==> config.mk <==
export PLATFORM = sky130hd
export DESIGN_NAME = alu_acc
export DESIGN_NICKNAME = d
export VERILOG_FILES = /design/src/rtl/alu_acc.sv
export SDC_FILE = /design/constraint.sdc
export NUM_CORES = 1
export LEC_CHECK = 0
export BUFFER_PORTS_ARGS = -buffer_cell sky130_fd_sc_hd__buf_4
export CORE_AREA = 2 2 103 125
export DETAILED_ROUTE_END_ITERATION = 8
export DIE_AREA = 0 0 105 127
export PLACE_DENSITY = 0.57
export SYNTH_ARGS = -nofsm -noshare
export SYNTH_HDL_FRONTEND = slang
export SYNTH_SLANG_ARGS = --single-unit
==> constraint.sdc <==
create_clock -name clk -period 3.57 [get_ports clk]
set_input_delay 0.357 -clock clk [delete_from_list [all_inputs] [get_ports clk]]
set_output_delay 0.357 -clock clk [all_outputs]
set_load 0.02 [all_outputs]
==> src/rtl/alu_acc.sv <==
// -----------------------------------------------------------------------------
// alu_acc -- accumulator + ALU stage feeding the flags register.
//
// Holds the WIDTH-bit accumulator and executes one operation per accepted
// start. Most operations complete at the edge that samples start. MUL
// (shift-add) and DIV (restoring) iterate once per clock for WIDTH clocks.
//
// Ports
//   clk     : clock, all state changes on the rising edge
//   rst     : synchronous active-high reset (also aborts MUL/DIV)
//   start   : execute op; sampled only while busy=0
//   op[3:0] : operation code, sampled with start
//   b       : second operand, sampled with start
//   cy      : current carry flag from the flags register (ADC/SBB)
//   acc     : accumulator register
//   hi      : high product (MUL) / remainder (DIV) register
//   cy_new  : registered carry result
//   ov_new  : registered overflow result
//   ce_cy   : one-cycle strobe telling the flags register to load cy/ov
//   busy    : MUL/DIV iteration in progress
//   done    : one-cycle pulse, result written at the preceding edge
// -----------------------------------------------------------------------------
module alu_acc #(
  parameter int WIDTH = 8
) (
  input  logic             clk,
  input  logic             rst,
  input  logic             start,
  input  logic [3:0]       op,
  input  logic [WIDTH-1:0] b,
  input  logic             cy,
  output logic [WIDTH-1:0] acc,
  output logic [WIDTH-1:0] hi,
  output logic             cy_new,
  output logic             ov_new,
  output logic             ce_cy,
  output logic             busy,
  output logic             done
);

  localparam int CNT_W = $clog2(WIDTH + 1);

  localparam logic [3:0] OP_LD  = 4'd0;
  localparam logic [3:0] OP_ADD = 4'd1;
  localparam logic [3:0] OP_ADC = 4'd2;
  localparam logic [3:0] OP_SUB = 4'd3;
  localparam logic [3:0] OP_SBB = 4'd4;
  localparam logic [3:0] OP_AND = 4'd5;
  localparam logic [3:0] OP_OR  = 4'd6;
  localparam logic [3:0] OP_XOR = 4'd7;
  localparam logic [3:0] OP_SHL = 4'd8;
  localparam logic [3:0] OP_SHR = 4'd9;
  localparam logic [3:0] OP_MUL = 4'd10;
  localparam logic [3:0] OP_DIV = 4'd11;

  typedef enum logic [1:0] {
    S_IDLE = 2'd0,
    S_MUL  = 2'd1,
    S_DIV  = 2'd2
  } state_e;

  state_e           state_q, state_d;
  logic [WIDTH-1:0] acc_q, acc_d;
  logic [WIDTH-1:0] hi_q, hi_d;
  logic             cy_new_q, cy_new_d;
  logic             ov_new_q, ov_new_d;
  logic             ce_cy_q, ce_cy_d;
  logic             busy_q, busy_d;
  logic             done_q, done_d;
  logic [CNT_W-1:0] cnt_q, cnt_d;
  // Working registers for MUL/DIV so acc/hi stay stable until completion.
  logic [WIDTH-1:0] work_hi_q, work_hi_d;
  logic [WIDTH-1:0] work_lo_q, work_lo_d;
  logic [WIDTH-1:0] opb_q, opb_d;

  // ---------------------------------------------------------------------------
  // Single-cycle arithmetic (uses live b/cy inputs, only consumed in IDLE)
  // ---------------------------------------------------------------------------
  logic             carry_in;
  logic [WIDTH:0]   add_res;
  logic [WIDTH:0]   sub_res;
  logic             add_ov;
  logic             sub_ov;

  assign carry_in = ((op == OP_ADC) || (op == OP_SBB)) ? cy : 1'b0;
  assign add_res  = {1'b0, acc_q} + {1'b0, b} + {{WIDTH{1'b0}}, carry_in};
  // Bit WIDTH of the extended difference is the unsigned borrow.
  assign sub_res  = {1'b0, acc_q} - {1'b0, b} - {{WIDTH{1'b0}}, carry_in};
  assign add_ov   = (acc_q[WIDTH-1] == b[WIDTH-1]) &&
                    (add_res[WIDTH-1] != acc_q[WIDTH-1]);
  assign sub_ov   = (acc_q[WIDTH-1] != b[WIDTH-1]) &&
                    (sub_res[WIDTH-1] != acc_q[WIDTH-1]);

  // ---------------------------------------------------------------------------
  // MUL iteration: {work_hi, work_lo} holds {partial product, multiplier}.
  // Add the multiplicand when the multiplier LSB is set, then shift right.
  // ---------------------------------------------------------------------------
  logic [WIDTH:0]   mul_sum;
  logic [WIDTH-1:0] mul_hi_nx;
  logic [WIDTH-1:0] mul_lo_nx;

  assign mul_sum   = {1'b0, work_hi_q} +
                     (work_lo_q[0] ? {1'b0, opb_q} : {(WIDTH + 1){1'b0}});
  assign mul_hi_nx = mul_sum[WIDTH:1];
  assign mul_lo_nx = {mul_sum[0], work_lo_q[WIDTH-1:1]};

  // ---------------------------------------------------------------------------
  // DIV iteration: {work_hi, work_lo} holds {remainder, dividend/quotient}.
  // Shift one dividend bit into the remainder and try subtracting the divisor;
  // the remainder stays < divisor, so WIDTH+1 bits are enough for the trial.
  // ---------------------------------------------------------------------------
  logic [WIDTH:0]   div_sh;
  logic [WIDTH:0]   div_trial;
  logic             div_fits;
  logic [WIDTH-1:0] div_hi_nx;
  logic [WIDTH-1:0] div_lo_nx;

  assign div_sh    = {work_hi_q, work_lo_q[WIDTH-1]};
  assign div_trial = div_sh - {1'b0, opb_q};
  assign div_fits  = ~div_trial[WIDTH];
  assign div_hi_nx = div_fits ? div_trial[WIDTH-1:0] : div_sh[WIDTH-1:0];
  assign div_lo_nx = {work_lo_q[WIDTH-2:0], div_fits};

  // ---------------------------------------------------------------------------
  // Next-state / output logic
  // ---------------------------------------------------------------------------
  always_comb begin
    state_d   = state_q;
    acc_d     = acc_q;
    hi_d      = hi_q;
    cy_new_d  = cy_new_q;
    ov_new_d  = ov_new_q;
    ce_cy_d   = 1'b0;
    busy_d    = busy_q;
    done_d    = 1'b0;
    cnt_d     = cnt_q;
    work_hi_d = work_hi_q;
    work_lo_d = work_lo_q;
    opb_d     = opb_q;

    unique case (state_q)
      S_IDLE: begin
        if (start) begin
          done_d = 1'b1;
          unique case (op)
            OP_LD: begin
              acc_d = b;
            end
            OP_ADD, OP_ADC: begin
              acc_d    = add_res[WIDTH-1:0];
              cy_new_d = add_res[WIDTH];
              ov_new_d = add_ov;
              ce_cy_d  = 1'b1;
            end
            OP_SUB, OP_SBB: begin
              acc_d    = sub_res[WIDTH-1:0];
              cy_new_d = sub_res[WIDTH];
              ov_new_d = sub_ov;
              ce_cy_d  = 1'b1;
            end
            OP_AND, OP_OR, OP_XOR: begin
              if (op == OP_AND)      acc_d = acc_q & b;
              else if (op == OP_OR)  acc_d = acc_q | b;
              else                   acc_d = acc_q ^ b;
              cy_new_d = 1'b0;
              ov_new_d = 1'b0;
              ce_cy_d  = 1'b1;
            end
            OP_SHL: begin
              acc_d    = {acc_q[WIDTH-2:0], 1'b0};
              cy_new_d = acc_q[WIDTH-1];
              ov_new_d = acc_q[WIDTH-1] ^ acc_q[WIDTH-2];
              ce_cy_d  = 1'b1;
            end
            OP_SHR: begin
              acc_d    = {1'b0, acc_q[WIDTH-1:1]};
              cy_new_d = acc_q[0];
              ov_new_d = 1'b0;
              ce_cy_d  = 1'b1;
            end
            OP_MUL: begin
              done_d    = 1'b0;
              busy_d    = 1'b1;
              cnt_d     = CNT_W'(WIDTH);
              work_hi_d = '0;
              work_lo_d = acc_q;
              opb_d     = b;
              state_d   = S_MUL;
            end
            OP_DIV: begin
              if (b == '0) begin
                // Divide by zero completes at once, leaving acc/hi intact.
                cy_new_d = 1'b1;
                ov_new_d = 1'b1;
                ce_cy_d  = 1'b1;
              end else begin
                done_d    = 1'b0;
                busy_d    = 1'b1;
                cnt_d     = CNT_W'(WIDTH);
                work_hi_d = '0;
                work_lo_d = acc_q;
                opb_d     = b;
                state_d   = S_DIV;
              end
            end
            default: begin
              // Reserved codes acknowledge with done but change nothing.
            end
          endcase
        end
      end

      S_MUL, S_DIV: begin
        cnt_d = cnt_q - CNT_W'(1);
        if (state_q == S_MUL) begin
          work_hi_d = mul_hi_nx;
          work_lo_d = mul_lo_nx;
        end else begin
          work_hi_d = div_hi_nx;
          work_lo_d = div_lo_nx;
        end
        if (cnt_q == CNT_W'(1)) begin
          acc_d   = work_lo_d;
          hi_d    = work_hi_d;
          ce_cy_d = 1'b1;
          done_d  = 1'b1;
          busy_d  = 1'b0;
          state_d = S_IDLE;
          if (state_q == S_MUL) begin
            cy_new_d = (work_hi_d != '0);
            ov_new_d = (work_hi_d != '0);
          end else begin
            cy_new_d = 1'b0;
            ov_new_d = 1'b0;
          end
        end
      end

      default: begin
        state_d = S_IDLE;
        busy_d  = 1'b0;
      end
    endcase
  end

  // ---------------------------------------------------------------------------
  // State registers
  // ---------------------------------------------------------------------------
  always_ff @(posedge clk) begin
    if (rst) begin
      state_q   <= S_IDLE;
      acc_q     <= '0;
      hi_q      <= '0;
      cy_new_q  <= 1'b0;
      ov_new_q  <= 1'b0;
      ce_cy_q   <= 1'b0;
      busy_q    <= 1'b0;
      done_q    <= 1'b0;
      cnt_q     <= '0;
      work_hi_q <= '0;
      work_lo_q <= '0;
      opb_q     <= '0;
    end else begin
      state_q   <= state_d;
      acc_q     <= acc_d;
      hi_q      <= hi_d;
      cy_new_q  <= cy_new_d;
      ov_new_q  <= ov_new_d;
      ce_cy_q   <= ce_cy_d;
      busy_q    <= busy_d;
      done_q    <= done_d;
      cnt_q     <= cnt_d;
      work_hi_q <= work_hi_d;
      work_lo_q <= work_lo_d;
      opb_q     <= opb_d;
    end
  end

  assign acc    = acc_q;
  assign hi     = hi_q;
  assign cy_new = cy_new_q;
  assign ov_new = ov_new_q;
  assign ce_cy  = ce_cy_q;
  assign busy   = busy_q;
  assign done   = done_q;

endmodule

==> flow_summary_export.csv <==
group,metric,value,unit
logic_synthesis,synth_nets,688,
global_route,grt_max_degree,53,
setup_path,end_kind,"flop",
place,pre_cts_ws,0.2292,ns
timing,fin_ws,0.2425,ns
floorplanning,die_h,127,um
detailed_routing,drt_iter0_drc,240,
timing,worst_pin_slew,0.8841,ns
setup_path,crit_fanout,11,
hold_path,min_path_cells,3,
logic_synthesis,synth_area_leaders,"dfxtp_1, ha_1, a21oi_1",
timing,fmax,300.5,MHz
detailed_routing,drc,0,
timing,finalCriticalPeriod,3.327,ns
setup_path,worst_setup_path_start_kind,"flop",
finish,fin_util,0.4474,
pwr,p_seq_frac,0.230,
floorplanning,ios,37,
clock_network,post-cts-setup-buffer-count,0,
run_status,status,"finished, final reports clean",
setup_path,critPathRequiredTime,3.72,ns
finish,nNetsFinal,714,
clock_network,clk_path_buf_depth,2,
logic_synthesis,synth_largest_area_cell,"dfxtp_1",
logic_synthesis,synth_cell_types,73,
setup_path,r2r_setup_slack,0.24,ns
timing,maxSlewViolCount,0,
clock_network,cts-buffers-inserted,5,
logic_synthesis,yosysWarningCount,0,
timing,setup_violations,0,
finish,final_cells,803,
clock_network,cts_tree,"done",
pwr,p_leak,2.217,nW
global_route,grt_pass1_vias,4491,
global_route,grt.total_usage,0.2123,
finish,finalInstanceArea,5369,um2
place,place_area,5195,um2
clock_network,holdBufCountCts,0,
place,port_buffers,36,
logic_synthesis,synth_top_area_frac,0.2129,
clock_network,clock_latency,0.29,ns
clock_network,clkSinkCount,51,
setup_path,arrival,3.48,ns
logic_synthesis,synth_area,4795,um2
pwr,sw_frac_of_total,0.4543,
global_route,antenna_found_initial,0,
finish,num_antenna_cells,0,
logic_synthesis,ys_top_cells_by_count,"a21oi_1, nor2_1, nand2_1",
logic_synthesis,ys_seq_elements,51,
logic_synthesis,synth_async_sr_flop_share,0,
place,dp_cells,795,
logic_synthesis,syn_inst,615,
timing,relSlewSlack,0.4084,
detailed_routing,firstDrtPassIters,4,
timing,hold_viol,0,
logic_synthesis,synth-edff-count,0,
detailed_routing,wirelength,13880,um
place,dp_hpwl,10730,um
timing,fin_skew,0.004767,ns
setup_path,path_class,"flop to flop",
timing,rsz0062_at_grt,"no",
logic_synthesis,ys_seq_area_frac,0.2129,
clock_network,cts_resized,0,
finish,drive_gt1_frac,0.1153,
logic_synthesis,yosysMostFrequentCell,"a21oi_1",
pwr,power,3.324,mW
setup_path,reg2reg_depth,12,
global_route,grt_pass1_wl,22850,um
pwr,vdd_ir_drop_max,0.0003421,V
clock_network,htree_levels,2,
detailed_routing,vias_per_cell,5.654,
logic_synthesis,synth_top_flop_cell,"dfxtp_1",
pwr,clkPwrFrac,0.169,
clock_network,clock-root-buffer,"clkbuf_16",
floorplanning,rows,44,
floorplanning,coreArea,12000,um2
pwr,intPower,1.814,mW
timing,fin_tns_setup,0,ns
pwr,p_sw,1.510,mW
detailed_routing,ant_nets,0,
floorplanning,start_util,0.3995,
detailed_routing,wl_per_cell,17.29,um
run,maxCapViolations,0,
pwr,combinationalPowerShare,0.602,
pwr,power_density,619.2,nW/um2
finish,area_growth,11.98,%
place,gp_congestion,0.9036,
hold_path,hold_path_class,"input port to flop",
clock_network,clk_pin_slew,0.07,ns
floorplanning,die-width,105,um
logic_synthesis,synth.avg_cell_area,7.796,um2
global_route,gr-total-overflow,0,
detailed_routing,via_count,4540,
timing,min_period_over_period,0.9321,
floorplanning,die_area,13340,um2
timing,whs,0.3669,ns
[power by group through the flow]
stage          logic, mW  clock network, mW  registers, mW
3_5_place_dp        1.99                  0          0.775
3_3_place_gp        1.97                  0          0.775
5_1_grt             2.22              0.600          0.777
2_1_floorplan       1.40                  0          0.833
6_report            2.00              0.561          0.763
4_1_cts             2.00              0.574          0.764
[registers in the layout, indices dropped and copies added (netlist names)]
register	count
acc	8
cy_new	1
busy	1
cnt_q	4
ov_new	1
work_hi_q	8
work_lo_q	8
done	1
hi	8
state_q	2
ce_cy	1
opb_q	8
[layer usage]
metal / vias up / part of all wire / global-route usage
met3: 34 / 0.034 / 0.02398
met4: 0 / 0.038 / 0.09882
met2: 111 / 0.49 / 0.3705
li1: 2264 / - / -
met1: 2131 / 0.44 / 0.2615
met5: - / 0 / 0
[layout by cell type, fill, tap and decap left out, drive strengths merged, types with 5 or more instances in the layout]
cell,Yosys,layout
o211ai,10,10
nand3,14,14
clkbuf,25,6
and2,12,12
ha,51,51
nand2,54,54
xor2,10,10
a21oi,61,61
a21o,9,9
a211oi,10,10
dfxtp,51,51
inv,47,47
a311oi,5,5
nor2,56,56
o21ai,34,34
mux2i,26,26
mux2,6,6
nor2b,5,5
o22ai,14,14
fa,6,6
nor3,13,13
xnor2,11,11
a22oi,10,10
buf,7,51
[critical path: stages, from the launching register on]
cell      delay (ns)
dfxtp_1         0.32
inv_1           0.07
ha_1            0.17
inv_1           0.06
fa_1            0.41
a211oi_2        0.35
o211a_1         0.22
o211ai_2        0.29
a221oi_1        0.38
a21oi_1         0.12
or4_4           0.57
o21bai_2        0.12
a311oi_1        0.09
[worst paths after layout]
path                            endpoint          from
worst max-delay path              ov_new  work_lo_q[7]
worst min-delay path            opb_q[7]          b[7]
worst max register to register    ov_new  work_lo_q[7]
worst min register to register     hi[5]         hi[5]
[final cells by class]
cell class	count	area, um2
flip-flops and latches	51	1021
clock buffers	6	138.9
fillers	1278	6633
clock inverters	2	35.03
inverters	47	176.4
well taps	161	201.4
repair buffers	51	382.9
multi-input cells	485	3413
[logic make-up (layout without fill, tap and decap cells)]
logic type,Yosys count,after routing,share of synthesized area
xor gates and xnor gates,21,21,0.03836
AOI/OAI and AO/OA,190,190,0.2615
muxes,32,32,0.06915
adders and majority gates,57,57,0.1581
and+or+nand+nor,185,185,0.1848
buffers and inverters,79,106,0.07516
DFF,51,51,0.2129
(Power assumes the default switching activity.)
